### config.mk
export PLATFORM = sky130hd
export DESIGN_NAME = pool_layer_engine
export DESIGN_NICKNAME = d
export VERILOG_FILES = /design/src/rtl/pool_pkg.sv /design/src/rtl/pool_window_acc.sv /design/src/rtl/pool_layer_engine.sv
export SDC_FILE = /design/constraint.sdc
export NUM_CORES = 1
export LEC_CHECK = 0
export ABC_AREA = 1
export CORE_ASPECT_RATIO = 0.7
export CORE_MARGIN = 2
export CORE_UTILIZATION = 30
export CTS_BUF_LIST = sky130_fd_sc_hd__clkbuf_4 sky130_fd_sc_hd__clkbuf_8 sky130_fd_sc_hd__clkbuf_16
export DETAILED_ROUTE_END_ITERATION = 8
export PLACE_DENSITY_LB_ADDON = 0.25
export SLEW_MARGIN = 20
export SYNTH_ARGS = -nofsm -noshare
export SYNTH_HDL_FRONTEND = slang
export SYNTH_HIERARCHICAL = 1
export SYNTH_SLANG_ARGS = --single-unit
### constraint.sdc
create_clock -name clk -period 9.3 [get_ports clk]
set_input_delay 2.325 -clock clk [delete_from_list [all_inputs] [get_ports clk]]
set_output_delay 2.325 -clock clk [all_outputs]
set_load 0.02 [all_outputs]
### src/rtl/pool_pkg.sv
// Shared definitions for the pooling engine: FSM states, pooling mode
// constants and the compile-time helpers that size the output map.
package pool_pkg;

   typedef enum logic [2:0] {
      IDLE,
      READ,
      DRAIN,
      WRITE,
      NEXT,
      DONE
   } pool_state_t;

   localparam int POOL_MAX = 0;
   localparam int POOL_AVG = 1;

   // Ceiling log2, evaluated at elaboration time.
   function automatic int clog2(input int value);
      int result;
      result = 0;
      for (int i = 0; i < 31; i++)
         if ((1 << i) < value) result = i + 1;
      return result;
   endfunction

   // Output rows: trailing rows not covered by a full window are dropped.
   function automatic int out_h(input int in_h, input int k, input int stride);
      return (in_h - k) / stride + 1;
   endfunction

   // Output columns: trailing columns not covered by a full window are dropped.
   function automatic int out_w(input int in_w, input int k, input int stride);
      return (in_w - k) / stride + 1;
   endfunction

endpackage

### src/rtl/pool_window_acc.sv
// Per-window accumulator: signed running max or widened running sum.
// acc_clear with acc_en loads the first sample of a window; acc_en alone
// folds in the next sample. result is the pooled value of what has been
// accumulated so far. Optional fused ReLU under `define POOL_RELU_EN.
module pool_window_acc
   import pool_pkg::*;
#(
   parameter int DATA_W    = 16,
   parameter int POOL_K    = 2,
   parameter int POOL_MODE = 0
) (
   input  logic              clk,
   input  logic              rst_n,
   input  logic              acc_en,
   input  logic              acc_clear,
   input  logic [DATA_W-1:0] sample,
   output logic [DATA_W-1:0] result
);

   // The sum needs 2*log2(K) guard bits so K*K samples cannot overflow.
   localparam int SHIFT = 2 * clog2(POOL_K);
   localparam int SUM_W = DATA_W + SHIFT;

   logic signed [SUM_W-1:0] acc;
   logic signed [SUM_W-1:0] sample_ext;
   logic [DATA_W-1:0]       pooled;

   assign sample_ext = {{SHIFT{sample[DATA_W-1]}}, sample};

   // Load on the first sample, then sum (average) or keep the signed max.
   always_ff @(posedge clk or negedge rst_n) begin
      if (!rst_n) begin
         acc <= '0;
      end else if (acc_en) begin
         if (acc_clear)
            acc <= sample_ext;
         else if (POOL_MODE == POOL_AVG)
            acc <= acc + sample_ext;
         else if (sample_ext > acc)
            acc <= sample_ext;
      end
   end

   // Average: taking the bits above SHIFT is the arithmetic shift (floor)
   // followed by truncation to DATA_W. Max: the value already fits DATA_W.
   always_comb begin
      pooled = (POOL_MODE == POOL_AVG) ? acc[SUM_W-1:SHIFT] : acc[DATA_W-1:0];
`ifdef POOL_RELU_EN
      if (pooled[DATA_W-1]) pooled = '0;
`endif
      result = pooled;
   end

endmodule

### src/rtl/pool_layer_engine.sv
// KxK max/average pooling engine over a multi-channel feature map.
// A run starts on a 0->1 edge of layer_enable; dropping layer_enable aborts.
// Each window: K*K reads, one drain cycle for the last read, one write, one
// anchor-advance cycle. Fused ReLU on results when POOL_RELU_EN is defined.
// Read port: rd_data is valid exactly one cycle after rd_en.
module pool_layer_engine
   import pool_pkg::*;
#(
   parameter int DATA_W    = 16,
   parameter int ADDR_W    = 16,
   parameter int IN_H      = 35,
   parameter int IN_W      = 35,
   parameter int CHANNELS  = 1,
   parameter int POOL_K    = 2,
   parameter int STRIDE    = 2,
   parameter int POOL_MODE = 0,
   parameter int IN_BASE   = 0,
   parameter int OUT_BASE  = 0
) (
   input  logic              clk,
   input  logic              rst_n,
   input  logic              layer_enable,
   output logic              rd_en,
   output logic [ADDR_W-1:0] rd_addr,
   input  logic [DATA_W-1:0] rd_data,
   output logic              bus_wr_en,
   output logic [ADDR_W-1:0] bus_addr,
   output logic [DATA_W-1:0] bus_data,
   output logic [15:0]       anchor_height,
   output logic [15:0]       anchor_width,
   output logic              busy,
   output logic              done
);

   localparam int OUT_H  = out_h(IN_H, POOL_K, STRIDE);
   localparam int OUT_W  = out_w(IN_W, POOL_K, STRIDE);
   localparam int WIN    = POOL_K * POOL_K;
   localparam int PLANE  = IN_H * IN_W;
   localparam int KW     = clog2(POOL_K) + 1;
   localparam int WIDX_W = clog2(WIN) + 1;

   localparam logic [KW-1:0]     K_LAST   = KW'(POOL_K - 1);
   localparam logic [WIDX_W-1:0] WIN_LAST = WIDX_W'(WIN - 1);
   localparam logic [15:0]       AW_LAST  = 16'((OUT_W - 1) * STRIDE);
   localparam logic [15:0]       AH_LAST  = 16'((OUT_H - 1) * STRIDE);
   localparam logic [15:0]       C_LAST   = 16'(CHANNELS - 1);

   pool_state_t       state;
   logic              en_q;
   logic [15:0]       ch, ah, aw;
   logic [KW-1:0]     ky, kx, nky, nkx;
   logic [WIDX_W-1:0] win_idx;
   logic [ADDR_W-1:0] out_idx;
   logic [15:0]       n_ch, n_ah, n_aw;
   logic              last_win;
   logic              acc_en, acc_clear;
   logic [DATA_W-1:0] acc_result;

   assign anchor_height = ah;
   assign anchor_width  = aw;

   function automatic logic [ADDR_W-1:0] addr_of(input logic [15:0] cc, input logic [15:0] hh,
                                                 input logic [15:0] ww, input logic [KW-1:0] yy,
                                                 input logic [KW-1:0] xx);
      return ADDR_W'(32'(IN_BASE) + 32'(cc) * 32'(PLANE) + (32'(hh) + 32'(yy)) * 32'(IN_W)
                     + 32'(ww) + 32'(xx));
   endfunction

   // Next in-window offset, raster order: kx inner, ky outer.
   always_comb begin
      nkx = kx + KW'(1);
      nky = ky;
      if (kx == K_LAST) begin
         nkx = '0;
         nky = ky + KW'(1);
      end
   end

   // Next anchor: column first, then row, then channel.
   always_comb begin
      n_aw     = aw + 16'(STRIDE);
      n_ah     = ah;
      n_ch     = ch;
      last_win = 1'b0;
      if (aw == AW_LAST) begin
         n_aw = '0;
         n_ah = ah + 16'(STRIDE);
         if (ah == AH_LAST) begin
            n_ah = '0;
            n_ch = ch + 16'd1;
            if (ch == C_LAST) last_win = 1'b1;
         end
      end
   end

   // Read j's data arrives in READ cycle j+1; the last one lands in DRAIN.
   assign acc_en    = ((state == READ) && (win_idx != '0)) || (state == DRAIN);
   assign acc_clear = (state == READ) && (win_idx == WIDX_W'(1));

   pool_window_acc #(
      .DATA_W   (DATA_W),
      .POOL_K   (POOL_K),
      .POOL_MODE(POOL_MODE)
   ) u_acc (
      .clk      (clk),
      .rst_n    (rst_n),
      .acc_en   (acc_en),
      .acc_clear(acc_clear),
      .sample   (rd_data),
      .result   (acc_result)
   );

   // Control FSM with registered bus strobes; abort overrides the state step.
   always_ff @(posedge clk or negedge rst_n) begin
      if (!rst_n) begin
         state     <= IDLE;
         en_q      <= 1'b1;  // a level already high at reset release is not a start
         ch        <= '0;
         ah        <= '0;
         aw        <= '0;
         ky        <= '0;
         kx        <= '0;
         win_idx   <= '0;
         out_idx   <= '0;
         rd_en     <= 1'b0;
         rd_addr   <= '0;
         bus_wr_en <= 1'b0;
         bus_addr  <= '0;
         bus_data  <= '0;
         busy      <= 1'b0;
         done      <= 1'b0;
      end else begin
         en_q <= layer_enable;
         case (state)
            IDLE: begin
               if (layer_enable && !en_q) begin
                  state   <= READ;
                  busy    <= 1'b1;
                  ch      <= '0;
                  ah      <= '0;
                  aw      <= '0;
                  ky      <= '0;
                  kx      <= '0;
                  win_idx <= '0;
                  out_idx <= '0;
                  rd_en   <= 1'b1;
                  rd_addr <= addr_of(16'd0, 16'd0, 16'd0, '0, '0);
               end
            end
            READ: begin
               if (win_idx == WIN_LAST) begin
                  state <= DRAIN;
                  rd_en <= 1'b0;
               end else begin
                  rd_en   <= 1'b1;
                  rd_addr <= addr_of(ch, ah, aw, nky, nkx);
                  ky      <= nky;
                  kx      <= nkx;
                  win_idx <= win_idx + WIDX_W'(1);
               end
            end
            DRAIN: state <= WRITE;
            WRITE: begin
               bus_wr_en <= 1'b1;
               bus_addr  <= ADDR_W'(OUT_BASE) + out_idx;
               bus_data  <= acc_result;
               out_idx   <= out_idx + ADDR_W'(1);
               state     <= NEXT;
            end
            NEXT: begin
               bus_wr_en <= 1'b0;
               ch        <= n_ch;
               ah        <= n_ah;
               aw        <= n_aw;
               ky        <= '0;
               kx        <= '0;
               win_idx   <= '0;
               if (last_win) begin
                  state <= DONE;
                  done  <= 1'b1;
               end else begin
                  state   <= READ;
                  rd_en   <= 1'b1;
                  rd_addr <= addr_of(n_ch, n_ah, n_aw, '0, '0);
               end
            end
            DONE: begin
               done  <= 1'b0;
               busy  <= 1'b0;
               state <= IDLE;
            end
            default: state <= IDLE;
         endcase
         if ((state inside {READ, DRAIN, WRITE, NEXT}) && !layer_enable) begin
            state     <= IDLE;
            busy      <= 1'b0;
            rd_en     <= 1'b0;
            bus_wr_en <= 1'b0;
            done      <= 1'b0;
         end
      end
   end

endmodule
# Word level (Yosys, flattened, before mapping)
# Index checks and enable logic that the tools add are counted.
totals:
  reg_bits: 145
  inputBits: 19
  out_inout_bits: 84
op_classes:
  n_addsub: 13
  multipliers: 4
  n_lt_le_gt_ge: 1
  n_eq_ne: 17
  mux: 45
  n_reduce_logical: 28
ops:
  columns: ["op", "n"]
  rows:
  - ["$mux 16", 8]
  - ["$pmux 16 s2", 4]
  - ["$add 16x16->16", 4]
  - ["$pmux 16 s3", 1]
  - ["$mux 18", 2]
  - ["$add 16x1->16 const B", 2]
  - ["$add 16x2->16 const B", 2]
  - ["$eq 16x6->1 const B", 2]
  - ["$mul 16x11->16 const B", 2]
  - ["$gt 16x18->1", 1]
  - ["$mux 3", 6]
  - ["$add 16x2->17", 1]
  - ["$mul 17x6->16 const B", 1]
  - ["$add 16x2->16", 1]
  - ["$logic_not 16->1", 1]
  - ["$mul 16x6->16 const B", 1]
  - ["$pmux 3 s5", 1]
  - ["$reduce_bool 3->1", 5]
  - ["$pmux 2 s3", 2]
  - ["$reduce_and 2->1", 6]
  - ["$mux 1", 11]
  - ["$mux 2", 5]
  - ["$eq 3x2->1 const B", 3]
  - ["$pmux 3 s3", 1]
  - ["other kinds (19)", 35]

# Longest topological paths before layout
depth:
  word_depth: 9
  depth_mapped: 37
  ltp_nobuf: 37

# Hierarchy
# Netlist, hierarchy kept.
modules_own_cells:
  columns: ["module", "n_inst", "cells_per_inst", "area_each_um2", "seq_area_each_um2"]
  rows:
  - ["pool_layer_engine", 1, 1774, 14357.5, 3179.3]
  - ["pool_window_acc", 1, 156, 1198.6, 400.4]

# Least setup slack after synthesis
# Ideal clock, no wire load.
synth_timing:
  kind: "register to register"
  start: "reg kx[0]"
  end: "reg rd_addr[15]"
  t_arrival_ps: 6156
  slack_ps: 3027
  path_stages_with_launch: 37
  path_cell_list: "dfrtp_1 -> inv_1 -> nor2_1 -> nand2_1 -> xor2_1 -> inv_1 -> ha_1 -> a21oi_1 -> nor2_1 -> nand2_1 -> nor2_1 -> nand2_1 -> nor2_1 -> xor2_1 -> ha_1 -> ha_1 -> fa_1 -> fa_1 -> inv_1 -> fa_1 -> fa_1 -> inv_1 -> ha_1 -> nand2_1 -> nor3_1 -> nand3_1 -> o2111ai_1 -> nand2_1 -> inv_1 -> nor2_1 -> inv_1 -> a21oi_1 -> a21o_1 -> nand3_1 -> nand2_1 -> nand2_1 -> nand2_1"
synth_between:
  elab_chain_cells: 9
synth_rtl:
  columns: ["element", "line", "rtl"]
  rows:
  - ["from (decl)", "pool_layer_engine.sv:51", "logic [KW-1:0] ky, kx, nky, nkx;"]
  - ["from (signal assigned)", "pool_layer_engine.sv:158", "kx <= nkx;"]
  - ["$eq 2x1->1", "pool_layer_engine.sv:73", "if (kx == K_LAST) begin"]
  - ["$mux 2", "pool_layer_engine.sv:73", null]
  - ["$add 16x2->17", "pool_layer_engine.sv:65", "return ADDR_W'(32'(IN_BASE) + 32'(cc) * 32'(PLANE) + (32'(hh) + 32'(yy)) * 32'(IN_W)"]
  - ["$mul 17x6->16", "pool_layer_engine.sv:65", null]
  - ["$add 16x16->16", "pool_layer_engine.sv:65", null]
  - ["$add 16x16->16", "pool_layer_engine.sv:66", "+ 32'(ww) + 32'(xx));"]
  - ["$add 16x2->16 (*)", "pool_layer_engine.sv:66", null]
  - ["$mux 16 (*)", "pool_layer_engine.sv:151", "if (win_idx == WIN_LAST) begin"]
  - ["$pmux 16 s3 (*)", "pool_layer_engine.sv:134", "case (state)"]
  - ["to (signal assigned)", "pool_layer_engine.sv:147", "rd_addr <= addr_of(16'd0, 16'd0, 16'd0, '0, '0);"]
  - ["to (signal assigned)", "pool_layer_engine.sv:156", "rd_addr <= addr_of(ch, ah, aw, nky, nkx);"]
  - ["to (signal assigned)", "pool_layer_engine.sv:184", "rd_addr <= addr_of(n_ch, n_ah, n_aw, '0, '0);"]
  - ["to (decl)", "pool_layer_engine.sv:24", "output logic [ADDR_W-1:0] rd_addr,"]
# Every way passes the cells marked *; elsewhere a longest branch is shown, timed or not. The select of a mux whose other input is x is not followed.
# A chain may end at the register's enable or synchronous reset.

# Final worst setup path
layout_timing:
  start: "reg ah[1] (netlist: anchor_height[1])"
  end: "reg rd_addr[13]"
layout_between:
  elab_chain_cells: 8
layout_rtl:
  columns: ["element", "line", "rtl"]
  rows:
  - ["from (decl)", "pool_layer_engine.sv:50", "logic [15:0] ch, ah, aw;"]
  - ["from (signal assigned)", "pool_layer_engine.sv:173", "ah <= n_ah;"]
  - ["branches (longest 8 deep; another with $add 16x2->17)", null, null]
# Parallel ways; which one is timed is not known. The select of a mux whose other input is x is not followed.

==> reports/qor.txt <==
Root Driver: clkbuf_16
aggregate global routing overflow: 0
clock skew: 0.01329 ns
CTS tree: done
Synth area leaders: dfrtp_1 (23%), ha_1 (18%), fa_1 (17%)
TritonCTS buffer count: 17
Post-CTS Resized: 0
post-layout minimum cycle time: 7.812 ns
routed len/inst: 18.71 µm
Clk Latency, worst-skew pair: 0.47 ns
Final Hold Vio Count: 0
post-synth top area cell: dfrtp_1
gr usage total: 0.1967
initial antenna violation count: 0
r2r worst-path depth: 25
period utilization: 0.8400
max_slew headroom: 0.3396
Final nets: 2408
Synth async-reset ratio: 1.000
Final GP Congestion: 0.9430
num ports: 103
Slew Limit Fails: 0
CP Buf/Inv Count: 6
total die area: 0.05372 mm²
Detail Route Antenna Nets: 0
Reg2Reg Setup Slack: 1.49 ns
vias in the first global route: 12.88k
kind of critical path: flip-flop to flip-flop
Synth Register Bits: 143
layout cells sized above 1: 0.05575
Crit Path Max Fanout: 8
post-synthesis cell area: 0.01556 mm²
DIE HEIGHT: 194.5 µm
Critical Path AT: 8.13 ns
Initial Utilization: 0.3049
outcome: complete, no violations
max-cap violations: 0
area delta synth->final: 15.22%
Worst path most repeated cell: inv_1
crit-path max cell delay: 0.75 ns
Post-Synthesis Cells: 1930
Top delay family on crit path: adder cells
post-DP HPWL: 41760 µm
Crit path required time: 9.62 ns
Pre-antenna DRT Iters: 6
CTS Hold Bufs: 0
Reg clk slew, reported paths: 0.07 ns
Peak VDD IR: 0.1694 mV
Most used DFF post-synth: dfrtp_1
mean post-synth cell area: 8.060 µm²
HP Class: flip-flop to flip-flop
Synth top area share: 0.2284
Max Freq: 128.0 MHz
RSZ-0062 raised after global routing: false
Syn Nets: 2306
post-synthesis sequential area ratio: 0.2301
Post-CTS Repair Setup Buffers: 0
H-tree Lvls: 4
first-pass GRT wire length: 79310 µm
clock sinks: 143
reg2reg end: rd_addr[13]$_DFFE_PN0P_
Unique masters post-synth: 48
DRT iter0 DRCs: 1148
Slew @ Worst Pin: 0.9853 ns
Clock Path Buffers: 2
Crit-path slowest cell: nor4_1
hold_sp: bus_data[4]$_DFFE_PN0P_
Power Density: 180.8 mW/mm²
Hold EP: bus_data[4]$_DFFE_PN0P_
drc violations: 0
number of flops mapped to enable cells by yosys: 0
Die X: 276.2 µm
setup TNS: 0 ns
reg2reg start: anchor_height[1]$_DFFE_PN0P_
largest net degree at the start of global routing: 73
leakage power: 9.322 nW
Yosys warning total: 6
# rows: 69
Hold Crit Depth: 2
critical path launch point type: flip-flop
number of setup violations in the final report: 0
Floorplan Core Area: 0.05102 mm²
commonest cells in the synthesized netlist: inv_1 (443), nand2_1 (360), ha_1 (228), dfrtp_1 (142), nor2_1 (140)
detailed-route via count: 12.84k
final core occ: 0.3513
PortBufs: 102
Routed WL: 50880 µm
Layout Cells excl Fill: 2719
top-count cell post-synth: inv_1
Setup crit end kind: flip-flop
dpl cells: 2687
drt via density: 4.722
ANT cells: 0
layout filler cell count: 5269
-- area by class of cell --
type	count	area, µm²	area share
inverters	452	1698	0.09473
well taps	674	843.3	0.04705
flip-flops and latches	143	3580	0.1997
clock inverters	15	147.6	0.008237
multi-input cells	1304	10120	0.5645
clock buffers	17	425.4	0.02373
repair buffers	114	1112	0.06206
-- cell families after synthesis --
logic type               synth area share
AND/OR/NAND/NOR                    0.1937
buffers and inverters              0.1202
adder cells (fa/ha/maj)            0.3494
AO/OA/AOI/OAI                     0.07102
flip-flops                         0.2301
XOR/XNOR                          0.03426
multiplexers                     0.001287
-- worst max-delay path by stage --
| stage | from | endpoint | slack, ns | depth (start not counted) |
|---|---|---|---|---|
| final | anchor_height[1]$_DFFE_PN0P_ | rd_addr[13]$_DFFE_PN0P_ | 1.49 | 25 |
| after floorplan | kx[0]$_DFFE_PN0P_ | rd_addr[15]$_DFFE_PN0P_ | 3.03 | 36 |
| after CTS | anchor_height[1]$_DFFE_PN0P_ | rd_addr[15]$_DFFE_PN0P_ | 1.77 | 30 |
| after detailed placement | anchor_height[1]$_DFFE_PN0P_ | rd_addr[15]$_DFFE_PN0P_ | 1.82 | 30 |
| after global routing | anchor_height[1]$_DFFE_PN0P_ | rd_addr[15]$_DFFE_PN0P_ | 1.27 | 31 |
| after global placement | anchor_height[1]$_DFFE_PN0P_ | rd_addr[15]$_DFFE_PN0P_ | 1.95 | 31 |
-- power breakdown --
group | switching [mW] | total, mW | internal, mW
clock | 0.342 | 0.696 | 0.354
sequential | 0.136 | 0.906 | 0.770
combinational | 1.06 | 1.64 | 0.579
total | 1.54 | 3.24 | 1.70
-- cells in the final DEF (no fill, tap or decap), types with 6 or more instances in the layout --
master and count:
nand2_2 19, nor2_1 140, o21ai_0 76, a31oi_1 12, nor2_4 7, nand4_1 14
nand3_1 83, buf_4 12, o22ai_1 38, clkbuf_16 17, or2_2 9, xor2_1 39
fa_1 129, nor2_2 10, inv_2 7, nand2_1 360, clkdlybuf4s50_1 101, a21oi_1 58
nand3b_1 6, nor3_1 19, dfrtp_1 142, xnor2_1 20, ha_1 228, inv_1 443
-- worst min-delay path, cell delays in order, from the launching register on --
cell,delay (ns)
dfrtp_1,0.34
nand2_1,0.06
nand2_1,0.05
-- sequential cells by signal, summed over array words and instances (netlist names), 2 cells and up --
name	count
rd_addr	16
ky	2
bus_addr	16
u_acc/acc	16
win_idx	3
state	3
kx	2
anchor_width	16
ch	16
out_idx	16
bus_data	16
anchor_height	16
-- layer usage --
layer | global-route usage | up-vias | part of all wire
met5 | 0 | - | 0
met4 | 0.03663 | 0 | 0.012
met3 | 0.05938 | 39 | 0.091
met2 | 0.2689 | 387 | 0.39
met1 | 0.3013 | 6201 | 0.50
li1 | - | 6213 | -
-- metrics by stage --
stage	worst slack (ns)	hold slack, ns	instance area [µm²]	total power [mW]
floorplan	3.027	0.4491	15560	1.917
global placement	1.954	0.4583	17350	2.541
detailed placement	1.816	0.4624	17350	2.555
CTS	1.773	0.4792	17920	3.272
global route	1.267	0.4964	17920	3.512
finish	1.488	0.4765	17920	3.240
Note: power is estimated with default switching activity, not from simulation.
